===== src/rtl/bank_htu_set_nway.sv =====
// One cache set of the bank HTU: per-way tag and sector state plus a tree-PLRU.
// The lookup is combinational, and the state, tag and PLRU updates commit on the next clock edge.
module bank_htu_set_nway #(
  parameter  int NUM_WAYS = 8,
  parameter  int TAG_W    = 22,
  parameter  int SECTORS  = 2,
  localparam int WAY_W    = $clog2(NUM_WAYS),
  localparam int SEC_W    = (SECTORS > 1) ? $clog2(SECTORS) : 1
) (
  input  logic                   clk_i,
  input  logic                   rst_i,
  input  logic                   req_valid_i,
  input  logic [1:0]             req_op_i,
  input  logic [TAG_W-1:0]       req_tag_i,
  input  logic [SEC_W-1:0]       req_sector_i,
  input  logic [NUM_WAYS-1:0]    way_en_i,
  output logic                   hit_o,
  output logic [WAY_W-1:0]       way_o,
  output logic                   alloc_o,
  output logic                   no_alloc_o,
  output logic [2*SECTORS-1:0]   line_state_o,
  output logic                   evict_o,
  output logic [TAG_W-1:0]       evict_tag_o
);

  localparam logic [1:0] S_INV   = 2'b00;
  localparam logic [1:0] S_CLEAN = 2'b01;
  localparam logic [1:0] S_DIRTY = 2'b10;

  typedef enum logic [1:0] {
    OP_READ  = 2'd0,
    OP_WRITE = 2'd1,
    OP_FLUSH = 2'd2,
    OP_INVAL = 2'd3
  } op_e;

  logic [2*SECTORS-1:0] state_q [NUM_WAYS];
  logic [2*SECTORS-1:0] state_d [NUM_WAYS];
  logic [TAG_W-1:0]     tag_q   [NUM_WAYS];
  logic [TAG_W-1:0]     tag_d   [NUM_WAYS];
  logic [NUM_WAYS-2:0]  plru_q, plru_d;

  function automatic logic line_dirty(input logic [2*SECTORS-1:0] l);
    logic d;
    d = 1'b0;
    for (int k = 0; k < SECTORS; k++) d = d | (l[2*k +: 2] == S_DIRTY);
    return d;
  endfunction

  function automatic logic [2*SECTORS-1:0] flush_line(input logic [2*SECTORS-1:0] l);
    logic [2*SECTORS-1:0] r;
    for (int k = 0; k < SECTORS; k++) r[2*k +: 2] = (l[2*k +: 2] == S_DIRTY) ? S_CLEAN : l[2*k +: 2];
    return r;
  endfunction

  function automatic logic [1:0] get_sector(input logic [2*SECTORS-1:0] l, input logic [SEC_W-1:0] s);
    logic [1:0] r;
    r = S_INV;
    for (int k = 0; k < SECTORS; k++) r = (k == int'(s)) ? l[2*k +: 2] : r;
    return r;
  endfunction

  function automatic logic [2*SECTORS-1:0] set_sector(input logic [2*SECTORS-1:0] l,
                                                      input logic [SEC_W-1:0] s, input logic [1:0] v);
    logic [2*SECTORS-1:0] r;
    for (int k = 0; k < SECTORS; k++) r[2*k +: 2] = (k == int'(s)) ? v : l[2*k +: 2];
    return r;
  endfunction

  // Walk from the root; a node bit of 0 steers towards the lower half.
  function automatic logic [WAY_W-1:0] plru_victim(input logic [NUM_WAYS-2:0] p);
    logic [WAY_W-1:0] v;
    logic b;
    int node;
    v = '0;
    node = 0;
    for (int l = 0; l < WAY_W; l++) begin
      b = 1'b0;
      for (int n = 0; n < NUM_WAYS-1; n++) b = (n == node) ? p[n] : b;
      v[WAY_W-1-l] = b;
      node = 2*node + 1 + (b ? 1 : 0);
    end
    return v;
  endfunction

  function automatic logic [NUM_WAYS-2:0] plru_touch(input logic [NUM_WAYS-2:0] p, input logic [WAY_W-1:0] w);
    logic [NUM_WAYS-2:0] r;
    logic d;
    int node;
    r = p;
    node = 0;
    for (int l = 0; l < WAY_W; l++) begin
      d = w[WAY_W-1-l];
      for (int n = 0; n < NUM_WAYS-1; n++) r[n] = (n == node) ? ~d : r[n];
      node = 2*node + 1 + (d ? 1 : 0);
    end
    return r;
  endfunction

  op_e                 op_s;
  logic                rw_s, any_hit_s;
  logic [NUM_WAYS-1:0] hit_vec_s, inv_en_s;
  logic [WAY_W-1:0]    hit_way_s, inv_way_s, first_en_s, plru_way_s, victim_s, sel_way_s;
  logic [1:0]          cur_sec_s;

  assign op_s = op_e'(req_op_i);
  assign rw_s = (op_s == OP_READ) || (op_s == OP_WRITE);

  // Descending scans leave the lowest-index match in each selector.
  always_comb begin
    hit_vec_s  = '0;
    inv_en_s   = '0;
    hit_way_s  = '0;
    inv_way_s  = '0;
    first_en_s = '0;
    for (int w = NUM_WAYS-1; w >= 0; w--) begin
      hit_vec_s[w] = (|state_q[w]) && (tag_q[w] == req_tag_i);
      inv_en_s[w]  = ~(|state_q[w]) && way_en_i[w];
      hit_way_s    = hit_vec_s[w] ? WAY_W'(w) : hit_way_s;
      inv_way_s    = inv_en_s[w]  ? WAY_W'(w) : inv_way_s;
      first_en_s   = way_en_i[w]  ? WAY_W'(w) : first_en_s;
    end
  end

  assign any_hit_s  = |hit_vec_s;
  assign plru_way_s = plru_victim(plru_q);
  assign victim_s   = (|inv_en_s) ? inv_way_s : (way_en_i[plru_way_s] ? plru_way_s : first_en_s);
  assign sel_way_s  = any_hit_s ? hit_way_s : victim_s;
  assign cur_sec_s  = get_sector(state_q[hit_way_s], req_sector_i);

  assign hit_o        = req_valid_i & any_hit_s;
  assign way_o        = req_valid_i ? sel_way_s : '0;
  assign alloc_o      = req_valid_i & rw_s & ~any_hit_s & (|way_en_i);
  assign no_alloc_o   = req_valid_i & rw_s & ~any_hit_s & ~(|way_en_i);
  assign line_state_o = req_valid_i ? state_q[sel_way_s] : '0;
  assign evict_o      = alloc_o & line_dirty(state_q[victim_s]);
  assign evict_tag_o  = req_valid_i ? tag_q[sel_way_s] : '0;

  // Next-state for sectors, tags and PLRU.
  always_comb begin
    state_d = state_q;
    tag_d   = tag_q;
    plru_d  = plru_q;
    if (req_valid_i) begin
      case (op_s)
        OP_READ, OP_WRITE: begin
          if (any_hit_s) begin
            state_d[hit_way_s] = set_sector(state_q[hit_way_s], req_sector_i,
                                            (op_s == OP_WRITE) ? S_DIRTY :
                                            ((cur_sec_s == S_INV) ? S_CLEAN : cur_sec_s));
            plru_d = plru_touch(plru_q, hit_way_s);
          end else if (|way_en_i) begin
            tag_d[victim_s]   = req_tag_i;
            state_d[victim_s] = set_sector('0, req_sector_i, (op_s == OP_WRITE) ? S_DIRTY : S_CLEAN);
            plru_d = plru_touch(plru_q, victim_s);
          end else begin
            plru_d = plru_q;
          end
        end
        OP_FLUSH: begin
          if (any_hit_s) state_d[hit_way_s] = flush_line(state_q[hit_way_s]);
          else           plru_d = plru_q;
        end
        OP_INVAL: begin
          if (any_hit_s) state_d[hit_way_s] = '0;
          else           plru_d = plru_q;
        end
        default: plru_d = plru_q;
      endcase
    end else begin
      plru_d = plru_q;
    end
  end

  // State registers; reset overrides any concurrent request.
  always_ff @(posedge clk_i) begin
    if (rst_i) begin
      for (int w = 0; w < NUM_WAYS; w++) begin
        state_q[w] <= '0;
        tag_q[w]   <= '0;
      end
      plru_q <= '0;
    end else begin
      for (int w = 0; w < NUM_WAYS; w++) begin
        state_q[w] <= state_d[w];
        tag_q[w]   <= tag_d[w];
      end
      plru_q <= plru_d;
    end
  end

endmodule


===== config.mk =====
export PLATFORM = sky130hd
export DESIGN_NAME = bank_htu_set_nway
export DESIGN_NICKNAME = d
export VERILOG_FILES = /design/src/rtl/bank_htu_set_nway.sv
export SDC_FILE = /design/constraint.sdc
export NUM_CORES = 1
export LEC_CHECK = 0
export BUFFER_PORTS_ARGS = -buffer_cell sky130_fd_sc_hd__buf_2
export CAP_MARGIN = 10
export CORE_MARGIN = 3
export CORE_UTILIZATION = 40
export CTS_CLUSTER_DIAMETER = 60
export CTS_CLUSTER_SIZE = 12
export DETAILED_ROUTE_END_ITERATION = 8
export PLACE_DENSITY = 0.69
export REMOVE_ABC_BUFFERS = 1
export SYNTH_ARGS = -nofsm -noshare
export SYNTH_HDL_FRONTEND = slang
export SYNTH_SLANG_ARGS = --single-unit
export TNS_END_PERCENT = 1

===== constraint.sdc =====
create_clock -name clk_i -period 5.35 [get_ports clk_i]
set_input_delay 1.3375 -clock clk_i [delete_from_list [all_inputs] [get_ports clk_i]]
set_output_delay 1.3375 -clock clk_i [all_outputs]
set_load 0.02 [all_outputs]

; Word level (Yosys, flattened, before mapping)
; Cells that the tools add are included.
[op_classes]
mux = 120
order_cmp = 6
add_sub_neg = 9
reduce_logical = 49
eq_ne = 66
bitwise = 29
[op_table]
columns = op, n
row1 = 32-bit zero test, 6
row2 = 176-bit bitwise mux, 1
row3 = 22-bit equality test, 8
row4 = 32-bit 2-to-1 mux, 4
row5 = 32-bit bitwise mux, 3
row6 = 32-bit one-hot mux with 3 select lines, 1
row7 = 22-bit 2-to-1 mux, 4
row8 = 3-bit 2-to-1 mux, 28
row9 = 22-bit binary-select mux with 3-bit select, 1
row10 = 22-bit demux with 3-bit select, 1
row11 = 1-bit 2-to-1 mux, 49
row12 = 4-bit != test (second input constant), 12
row13 = 3-bit by 5-bit equality test with 1-bit output (first input constant), 9
row14 = 4-bit binary-select mux with 3-bit select, 3
row15 = 4-bit 2-to-1 mux, 9
row16 = 32-bit bitwise AND, 1
row17 = 32-bit inverter, 1
row18 = 4-bit OR reduction, 8
row19 = 2-bit by 5-bit equality test with 1-bit output (first input constant), 6
row20 = 5-bit AND reduction, 6
row21 = 3-bit by 2-bit equality test with 1-bit output (first input constant), 9
row22 = 4-bit demux with 3-bit select, 2
row23 = 8-bit OR reduction, 3
row24 = 7-bit 2-to-1 mux, 3
row25 = 25 further kinds, 101
[word_totals]
input_bits = 36
output_inout_bits = 33
elab_cells = 302
ff_bits = 215

; Depth between registers and ports, before layout
; Gate-level depths: netlist (run 1).
[logic_depth]
ltp_word = 33
depth_mapped = 17
depth_no_buf = 13

; Least setup slack after synthesis (run 1)
; No wires, ideal clock.
[synth_path]
path_type = input-to-output
start = input port req_tag_i[0]
end = output port evict_tag_o[13]
t_arrival_ps = 4356
n_path_buf = 3
required_ps = 4013
cell_stages = 14
setup_slack_ps = -344
path_cell_list = buf_2 xor2_1 or4_1 or4_1 nor2_1 a2bb2oi_2 o21a_2 o21ai_2 o21ai_1 buf_4 buf_4 mux2_2 a21oi_1 o22ai_1
[synth_via]
elab_chain_cells = 16
word_cells_on_any_way = 31
classes_between = 8 x eq/ne / 13 x mux / 1 x bitwise / 9 x reduce/logical
[synth_rtl]
columns = item, line
row1 = from (decl), 14  ; input logic [TAG_W-1:0] req_tag_i,
row2 = 22-bit equality test, 117  ; hit_vec_s[w] = (|state_q[w]) && (tag_q[w] == req_tag_i);
row3 = 1-bit logical AND, 117
row4 = 3-bit 2-to-1 mux (8 in a row), 119  ; hit_way_s = hit_vec_s[w] ? WAY_W'(w) : hit_way_s;
row5 = 3-bit 2-to-1 mux *, 128  ; assign sel_way_s = any_hit_s ? hit_way_s : victim_s;
row6 = 3-bit inverter with 4-bit output (implied by the code) *, 137  ; assign evict_tag_o = req_valid_i ? tag_q[sel_way_s] : '0;
row7 = 22-bit binary-select mux with 3-bit select *, 137
row8 = 22-bit 2-to-1 mux (implied by the code) * (2 in a row), 137
row9 = 22-bit 2-to-1 mux *, 137
row10 = to (decl), 23  ; output logic [TAG_W-1:0] evict_tag_o
; Mark *: on every way between the ends. The rest lies on a longest branch, timed or not. The select of a mux whose other input is x is not followed.

; Worst setup path in the final report (run 1)
[layout_path]
start = input port req_tag_i[13]
end = output port evict_tag_o[4]
; The elaborated chain is that of the path after synthesis.

==> results.env, run 1 <==
ANT_NETS=0
GRT_START_MAX_NET_PINS=121
POWER.STATIC_LEAKAGE_nW=7.363
CTS_INSERTED_BUFFERS=27
TNS_PS=-19850
GRT_PASS1_VIAS=15270
TIMING_HOLD_VIOLATIONS_FINAL=0
CTS_MAX_LEVEL=1
ASYNC_FLOP_SHARE_PCT=0
INITIAL_UTILIZATION_PCT=40.83
HPWL_MM=46.60
HOLD_SLACK_PS=483.3
START_KIND='input pin'
WORST_SETUP_PATH_END_KIND='output pin'
TIMING.SLEW.HEADROOM_PCT=33.65
PLACE_INST=2635
PLACEABLECOREAREA_UM2=34800
GRT_SETUP_UNREPAIRED='true'
DIE_H_UM=194.5
NUM_VIAS=15850
GLOBALROUTE.TOTALOVERFLOW=0
SYNTH_TOP_FLOP_CELL='sky130_fd_sc_hd__dfxtp_1'
FLOW.AREA_GROWTH_FROM_SYNTHESIS_PCT=36.42
CRIT_REQUIRED_PS=4010
FAILED_CHECKS='negative setup slack'
DIE-WIDTH_UM=194.5
DRC=0
VIASPERCELL=5.882
DRT-TOTAL-WL_MM=61.40
DIE-AREA_UM2=37820
SETUP_WS_PS=-782.4
DRV.MAX_CAP_VIOLATION_COUNT=0
NETLIST_INSTANCES=1907
YOSYS_WARNINGS=0
GRT_FIRST_PASS_WIRELENGTH_MM=92.76
NUM-FILL-CELLS=3206
FRACTION_OF_FINAL_LAYOUT_CELLS_SIZED_BEYOND_DRIVE_STRENGTH_1_PCT=30.63
SYNTH.CELL_AREA_UM2=14210
YS_SEQ_ELEMENTS=215
POST_DRT_WL_PER_CELL_UM=22.78
PATH_CLK_SLEW_PS=60
POST_SYNTH_NUM_CELL_TYPES=90
YOSYSSEQAREASHARE_PCT=30.30
WORSTMARGINPINSLEW_PS=986.1
N_ANTENNA_CELL=0
IR_DROP_mV=0.2672
ROUTABILITYCONGESTION=0.9945
GRT.TOTAL_USAGE_PCT=31.17
CTS_ROOT_BUFFER='sky130_fd_sc_hd__clkbuf_16'
FMAX_GHz=0.1631
MAXSLEWVIOLCOUNT=0
PIN_COUNT=69
POWER_DENSITY_CELLS_nW_PER_UM2=224.9
GRT_ANTENNA_BEFORE_REPAIR=0
MOST_FREQUENT_STANDARD_CELL_IN_THE_LAYOUT_EXCLUDING_FILL_AND_TAP_CELLS='sky130_fd_sc_hd__nand2_1'
FINAL.MIN_CLOCK_PERIOD_PS=6132
DETAILEDROUTE.FIRSTPASSITERATIONCOUNT=5
STATUS='complete, but fails checks'
POST_CTS_HOLD_FIX_BUFS=0
FINAL-SETUP-VIOL-COUNT=31
RRSETUPSLACK_PS=970
SYN_AVG_CELL_AREA_UM2=7.450
DESIGN_POWER_TOTAL_mW=4.358
HOLD_CLASS='reg2reg'
CRITICAL_PATH_ARRIVAL_PS=4790
CLK_PATH_BUF_DEPTH=3
CLOCK_TREE_SINKS=215
CTS_TREE='done'
FINAL_CELL_MIX='sky130_fd_sc_hd__nand2_1 (419), sky130_fd_sc_hd__buf_4 (330), sky130_fd_sc_hd__a21oi_1 (223)'
FIN_WORST_SKEW_PS=22.83
INSERTION_DELAY_PS=580
FINISH.CELL_COUNT_WITHOUT_FILLERS=2695
CRIT_PATH_MAX_FANOUT=6
DETAIL_ROUTE.ITER0.VIOLATIONS=1595
SYNTH_ENABLE_FLOP_CELLS=0
INPUT_OUTPUT_BUFFERS=68
POST-ROUTE-PERIOD-UTIL_PCT=114.6
WORSTSETUPPATHTYPE='in2out'
NETS=2260
NUM_ROWS=68
==> sequential cells by signal (all words and copies together), names as in the netlist <==
register	flops
tag_q	176
plru_q	7
state_q	32
==> path summary, 6_finish.rpt <==
kind,from,end,cells past startpoint
max,req_tag_i[13],evict_tag_o[4],17
max reg2reg,state_q[15],state_q[11],17
min,tag_q[172],tag_q[172],2
min reg2reg,tag_q[172],tag_q[172],2
==> logic make-up after synthesis <==
family	count (synthesis)	synth area share (%)
AND/OR/NAND/NOR	791	25.95
XOR/XNOR	179	11.03
AO/OA/AOI/OAI	435	18.25
buffers and inverters	168	5.398
multiplexers	119	9.071
flip-flops	215	30.30
==> Yosys cell counts, types with 12 or more instances <==
cell                       instances  area share, %
sky130_fd_sc_hd__mux2i_1          64            4.5
sky130_fd_sc_hd__nand4_1          33            1.5
sky130_fd_sc_hd__a21oi_1         257            9.1
sky130_fd_sc_hd__nor3_1           25           0.88
sky130_fd_sc_hd__a22oi_1          14           0.74
sky130_fd_sc_hd__buf_2            64            2.3
sky130_fd_sc_hd__o21ai_0          30            1.1
sky130_fd_sc_hd__dfxtp_1         215             30
sky130_fd_sc_hd__buf_4            13           0.69
sky130_fd_sc_hd__nand3_1          25           0.88
sky130_fd_sc_hd__clkbuf_1         64            1.7
sky130_fd_sc_hd__nor2b_1          15           0.66
sky130_fd_sc_hd__nor4_1           47            2.1
sky130_fd_sc_hd__o22ai_1          36            1.6
sky130_fd_sc_hd__xor2_1          103            6.3
sky130_fd_sc_hd__nand2_1         420             11
sky130_fd_sc_hd__nor2_1          130            3.4
sky130_fd_sc_hd__mux2_2           51            4.0
sky130_fd_sc_hd__a211oi_1         12           0.63
sky130_fd_sc_hd__inv_1            25           0.66
sky130_fd_sc_hd__xnor2_1          76            4.7
==> power breakdown <==
part / leakage (nW) / internal (mW) / switching [mW]
logic: 5.19 / 0.343 / 0.452
registers: 1.73 / 1.62 / 0.0238
clock network: 0.439 / 1.12 / 0.796
==> worst max-delay path, cell delays in order <==
cell and delay (ps):
sky130_fd_sc_hd__buf_2 200, sky130_fd_sc_hd__xor2_1 340, sky130_fd_sc_hd__or4b_4 220, sky130_fd_sc_hd__nor4_4 50
sky130_fd_sc_hd__or2_1 260, sky130_fd_sc_hd__or3b_1 410, sky130_fd_sc_hd__or4_4 450, sky130_fd_sc_hd__o21ai_4 220
sky130_fd_sc_hd__buf_6 140, sky130_fd_sc_hd__buf_12 100, sky130_fd_sc_hd__buf_16 130, sky130_fd_sc_hd__mux2i_1 290
sky130_fd_sc_hd__nor2_1 70, sky130_fd_sc_hd__a21oi_1 140, sky130_fd_sc_hd__o22ai_1 100, sky130_fd_sc_hd__buf_4 160
sky130_fd_sc_hd__buf_2 150
==> per-layer routing <==
layer | up-vias | share of wire, % | track usage, %
met1 | 7623 | 41 | 40.22
met4 | 0 | 5.3 | 13.88
li1 | 7273 | - | -
met2 | 784 | 46 | 51.50
met5 | - | 0 | 0
met3 | 172 | 7.7 | 4.975
==> layout make-up <==
cell class / instances / area [µm²] / share of cell area, %
Sequential cell: 215 / 4304 / 22.21
Tap cell: 455 / 569.3 / 2.937
Multi-Input combinational cell: 1524 / 9892 / 51.04
Timing Repair Buffer: 430 / 3613 / 18.64
Clock buffer: 34 / 732.0 / 3.777
Inverter: 26 / 97.59 / 0.5036
Clock inverter: 11 / 172.7 / 0.8909
==> what timing repair did <==
item | CTS | global route
setup endpoints to repair | 33 | 33
pin swaps | 10 | 18
cloned | 3 | 0
resized for setup | 89 | 85
setup buffers | 10 | 2
==> metrics by stage <==
step / area, µm² / util (%) / worst slack, ps
after floorplan: 13540 / - / -6137
after global placement: 17440 / 50.11 / -1040
after detailed placement: 17440 / 50.11 / -1037
after CTS: 18910 / 54.34 / -770.8
after global routing: 19380 / 55.70 / -858.0
final: 19380 / 55.70 / -782.4
(Power assumes the default switching activity.)
==> run 2, diff against run 1 <==
Settings changed: REMOVE_ABC_BUFFERS 1 to default.
==> results.env, run 2 (same netlist as run 1, synthesis figures left out) <==
STATUS='complete, but fails checks'
FAILED_CHECKS='negative setup slack'
GRT_START_MAX_NET_PINS=165  # +36%
GLOBAL_ROUTE.USAGE.MET1_PCT=39.79  # -0.43 points
WORSTMARGINPINSLEW_PS=1218  # +231.9 ps
POWER.STATIC_LEAKAGE_nW=7.529  # +2.3%
CELL_INTERNAL_PWR_mW=2.945  # -4.6%
FINISH.CELL_COUNT_WITHOUT_FILLERS=2713  # +0.67%
REGMOSTFLOPS='tag_q'
GRT_SETUP_UNREPAIRED='true'
POST-ROUTE-PERIOD-UTIL_PCT=115.4  # +0.73 points
NETS=2278  # +0.80%
GRT_FIRST_PASS_WIRELENGTH_MM=90.58  # -2.3%
INPUT_OUTPUT_BUFFERS=68  # unchanged
TIMING.SLEW.HEADROOM_PCT=18.71  # -15 points
UTILIZATION_PCT=57.34  # +1.6 points
POST_DRT_WL_PER_CELL_UM=22.32  # -2.0%
SWSHARE_PCT=29.89  # +0.71 points
GRT_PASS1_VIAS=15200  # -0.49%
NUM-FILL-CELLS=3099  # -3.3%
DIE-AREA_UM2=37820  # unchanged
POST_CTS_HOLD_FIX_BUFS=0  # unchanged
TIMING_HOLD_VIOLATIONS_FINAL=0  # unchanged
MET2_USAGE_PCT=48.15  # -3.3 points
GRT_ANTENNA_BEFORE_REPAIR=0  # unchanged
CLOCK_TREE_SINKS=215  # unchanged
WORST_SETUP_PATH_END_KIND='output pin'
FLOW.AREA_GROWTH_FROM_SYNTHESIS_PCT=40.44
GRT.TOTAL_USAGE_PCT=30.31  # -0.86 points
FINAL_CELL_MIX='sky130_fd_sc_hd__nand2_1 (419), sky130_fd_sc_hd__buf_4 (347), sky130_fd_sc_hd__a21oi_1 (214), sky130_fd_sc_hd__dfxtp_1 (214), sky130_fd_sc_hd__nor2_1 (121)'
LAYOUT_TOP_REGISTERS='tag_q (176), state_q (32), plru_q (7)'
MAXSLEWVIOLCOUNT=0  # unchanged
SYNTH_NETS=1943
CRITICAL_PATH_ARRIVAL_PS=4830  # +40 ps
DRV.MAX_CAP_VIOLATION_COUNT=0  # unchanged
POWER_DENSITY_CELLS_nW_PER_UM2=210.5  # -6.4%
START_KIND='input pin'
FIN_WORST_SKEW_PS=16.24  # -6.593 ps
PATH_CLK_SLEW_PS=60  # about the same
NUM_ROWS=68  # unchanged
SWITCHING_POWER_mW=1.256  # -1.3%
SHARE_CLK_OF_TOTAL_POWER_PCT=40.5  # -3.5 points
VIASPERCELL=5.914  # +0.55%
TNS_PS=-20240  # -394.0 ps
GLOBAL_ROUTE.USAGE.MET3_PCT=5.582  # +0.61 points
CRIT_REQUIRED_PS=4010  # about the same
SHARE_SEQ_OF_TOTAL_POWER_PCT=39.3  # +1.5 points
DIE-WIDTH_UM=194.5  # unchanged
DIE_H_UM=194.5  # unchanged
DETAIL_ROUTE.ITER0.VIOLATIONS=1640  # +2.8%
SETUP_WS_PS=-821.7  # -39.28 ps
HOLD_SLACK_PS=481.5  # -1.822 ps
ROUTABILITYCONGESTION=1.060  # +6.5%
PLACEABLECOREAREA_UM2=34800  # unchanged
TOP_USAGE_LAYER_GRT='met2'
PIN_COUNT=69  # unchanged
DETAILEDROUTE.FIRSTPASSITERATIONCOUNT=7  # +2
FLIP_FLOP_COUNT_OF_THE_LARGEST_REGISTER_AFTER_LAYOUT=176  # unchanged
MOST_FREQUENT_STANDARD_CELL_IN_THE_LAYOUT_EXCLUDING_FILL_AND_TAP_CELLS='sky130_fd_sc_hd__nand2_1'
INSERTION_DELAY_PS=580  # about the same
FINAL.MIN_CLOCK_PERIOD_PS=6172  # +39.28 ps
FRACTION_OF_FINAL_LAYOUT_CELLS_SIZED_BEYOND_DRIVE_STRENGTH_1_PCT=33.41  # +2.8 points
IR_DROP_mV=0.2529  # -5.3%
CRIT_PATH_MAX_FANOUT=7  # +1
DRT-TOTAL-WL_MM=60.56  # -1.4%
CTS_ROOT_BUFFER='sky130_fd_sc_hd__clkbuf_16'
CTS_INSERTED_BUFFERS=26  # -3.7%
CTS_MAX_LEVEL=1  # unchanged
HOLD_CLASS='reg2reg'
WORSTSETUPPATHTYPE='in2out'
DRC=0  # unchanged
FMAX_GHz=0.1620  # -0.64%
INITIAL_UTILIZATION_PCT=40.83  # unchanged
GLOBALROUTE.TOTALOVERFLOW=0  # unchanged
CTS_TREE='done'
ANT_NETS=0  # unchanged
PLACE_INST=2645  # +0.38%
PWR-SHARE-COMB_PCT=20.2  # +2.0 points
HPWL_MM=45.21  # -3.0%
NUM_VIAS=16050  # +1.2%
FINAL-SETUP-VIOL-COUNT=29  # -6.5%
CLK_PATH_BUF_DEPTH=3  # unchanged
[run 2: worst max-delay path, cell delays in order]
cell                        delay (ps)
sky130_fd_sc_hd__buf_8             110
sky130_fd_sc_hd__buf_6             120
sky130_fd_sc_hd__xor2_4            150
sky130_fd_sc_hd__or4_4             520
sky130_fd_sc_hd__or4_4             550
sky130_fd_sc_hd__nor2_4            140
sky130_fd_sc_hd__a2bb2oi_4         210
sky130_fd_sc_hd__o21a_2            200
sky130_fd_sc_hd__o21ai_4            90
sky130_fd_sc_hd__o21ai_4            80
sky130_fd_sc_hd__buf_12            160
sky130_fd_sc_hd__buf_12            140
sky130_fd_sc_hd__buf_12            130
sky130_fd_sc_hd__buf_6             120
sky130_fd_sc_hd__mux2i_4           240
sky130_fd_sc_hd__nor2_1             80
sky130_fd_sc_hd__a21oi_2           160
sky130_fd_sc_hd__o22ai_2           130
sky130_fd_sc_hd__buf_6             160
[run 2: final cells by class]
cell class | instances | area [µm²] | area share (%)
Antenna cell | 1 | 2.502 | 0.01254
Clock buffer | 31 | 699.4 | 3.505
Clock inverter | 12 | 106.4 | 0.5330
Inverter | 26 | 97.59 | 0.4891
Multi-Input combinational cell | 1524 | 10290 | 51.56
Sequential cell | 215 | 4305 | 21.58
Tap cell | 455 | 569.3 | 2.853
Timing Repair Buffer | 449 | 3884 | 19.46
[run 2: power by group through the flow]
| stage | registers (mW) | clock network, mW | logic, mW |
|---|---|---|---|
| 6_report | 1.65 | 1.70 | 0.851 |
| 5_1_grt | 1.65 | 1.77 | 0.892 |
| 4_1_cts | 1.65 | 1.71 | 0.787 |
| 3_5_place_dp | 1.68 | 0 | 0.727 |
| 3_3_place_gp | 1.68 | 0 | 0.720 |
| 2_1_floorplan | 1.67 | 0 | 0.397 |
[run 2: final timing paths]
check	slack (ps)	depth (start not counted)	to	startpoint
setup / recovery	-820	19	evict_tag_o[18]	req_tag_i[19]
hold / removal	480	2	tag_q[115]	tag_q[115]
setup reg to reg	940	16	state_q[1]	state_q[8]
hold reg to reg	480	2	tag_q[115]	tag_q[115]
[run 2: repair_timing]
item	in CTS	in global routing
cloned	3	0
resized for setup	96	131
setup buffers	11	12
pin swaps	18	37
endpoints found under the hold margin	0	0
setup endpoints to repair	33	33
[run 2: through the flow]
step           worst slack, ps  total power [mW]  cell area, µm²
2_1_floorplan           -185.0             2.069           14580
3_3_place_gp            -993.4             2.397           17790
3_5_place_dp            -980.7             2.406           17790
4_1_cts                 -721.6             4.145           19280
5_1_grt                 -863.1             4.317           19950
6_report                -821.7             4.201           19950
[run 2: layer usage]
layer / routed length (µm) / share of wire (%)
met3: 5103 / 8.4
met5: 0 / 0
met2: 27250 / 45
met4: 3372 / 5.6
met1: 24830 / 41
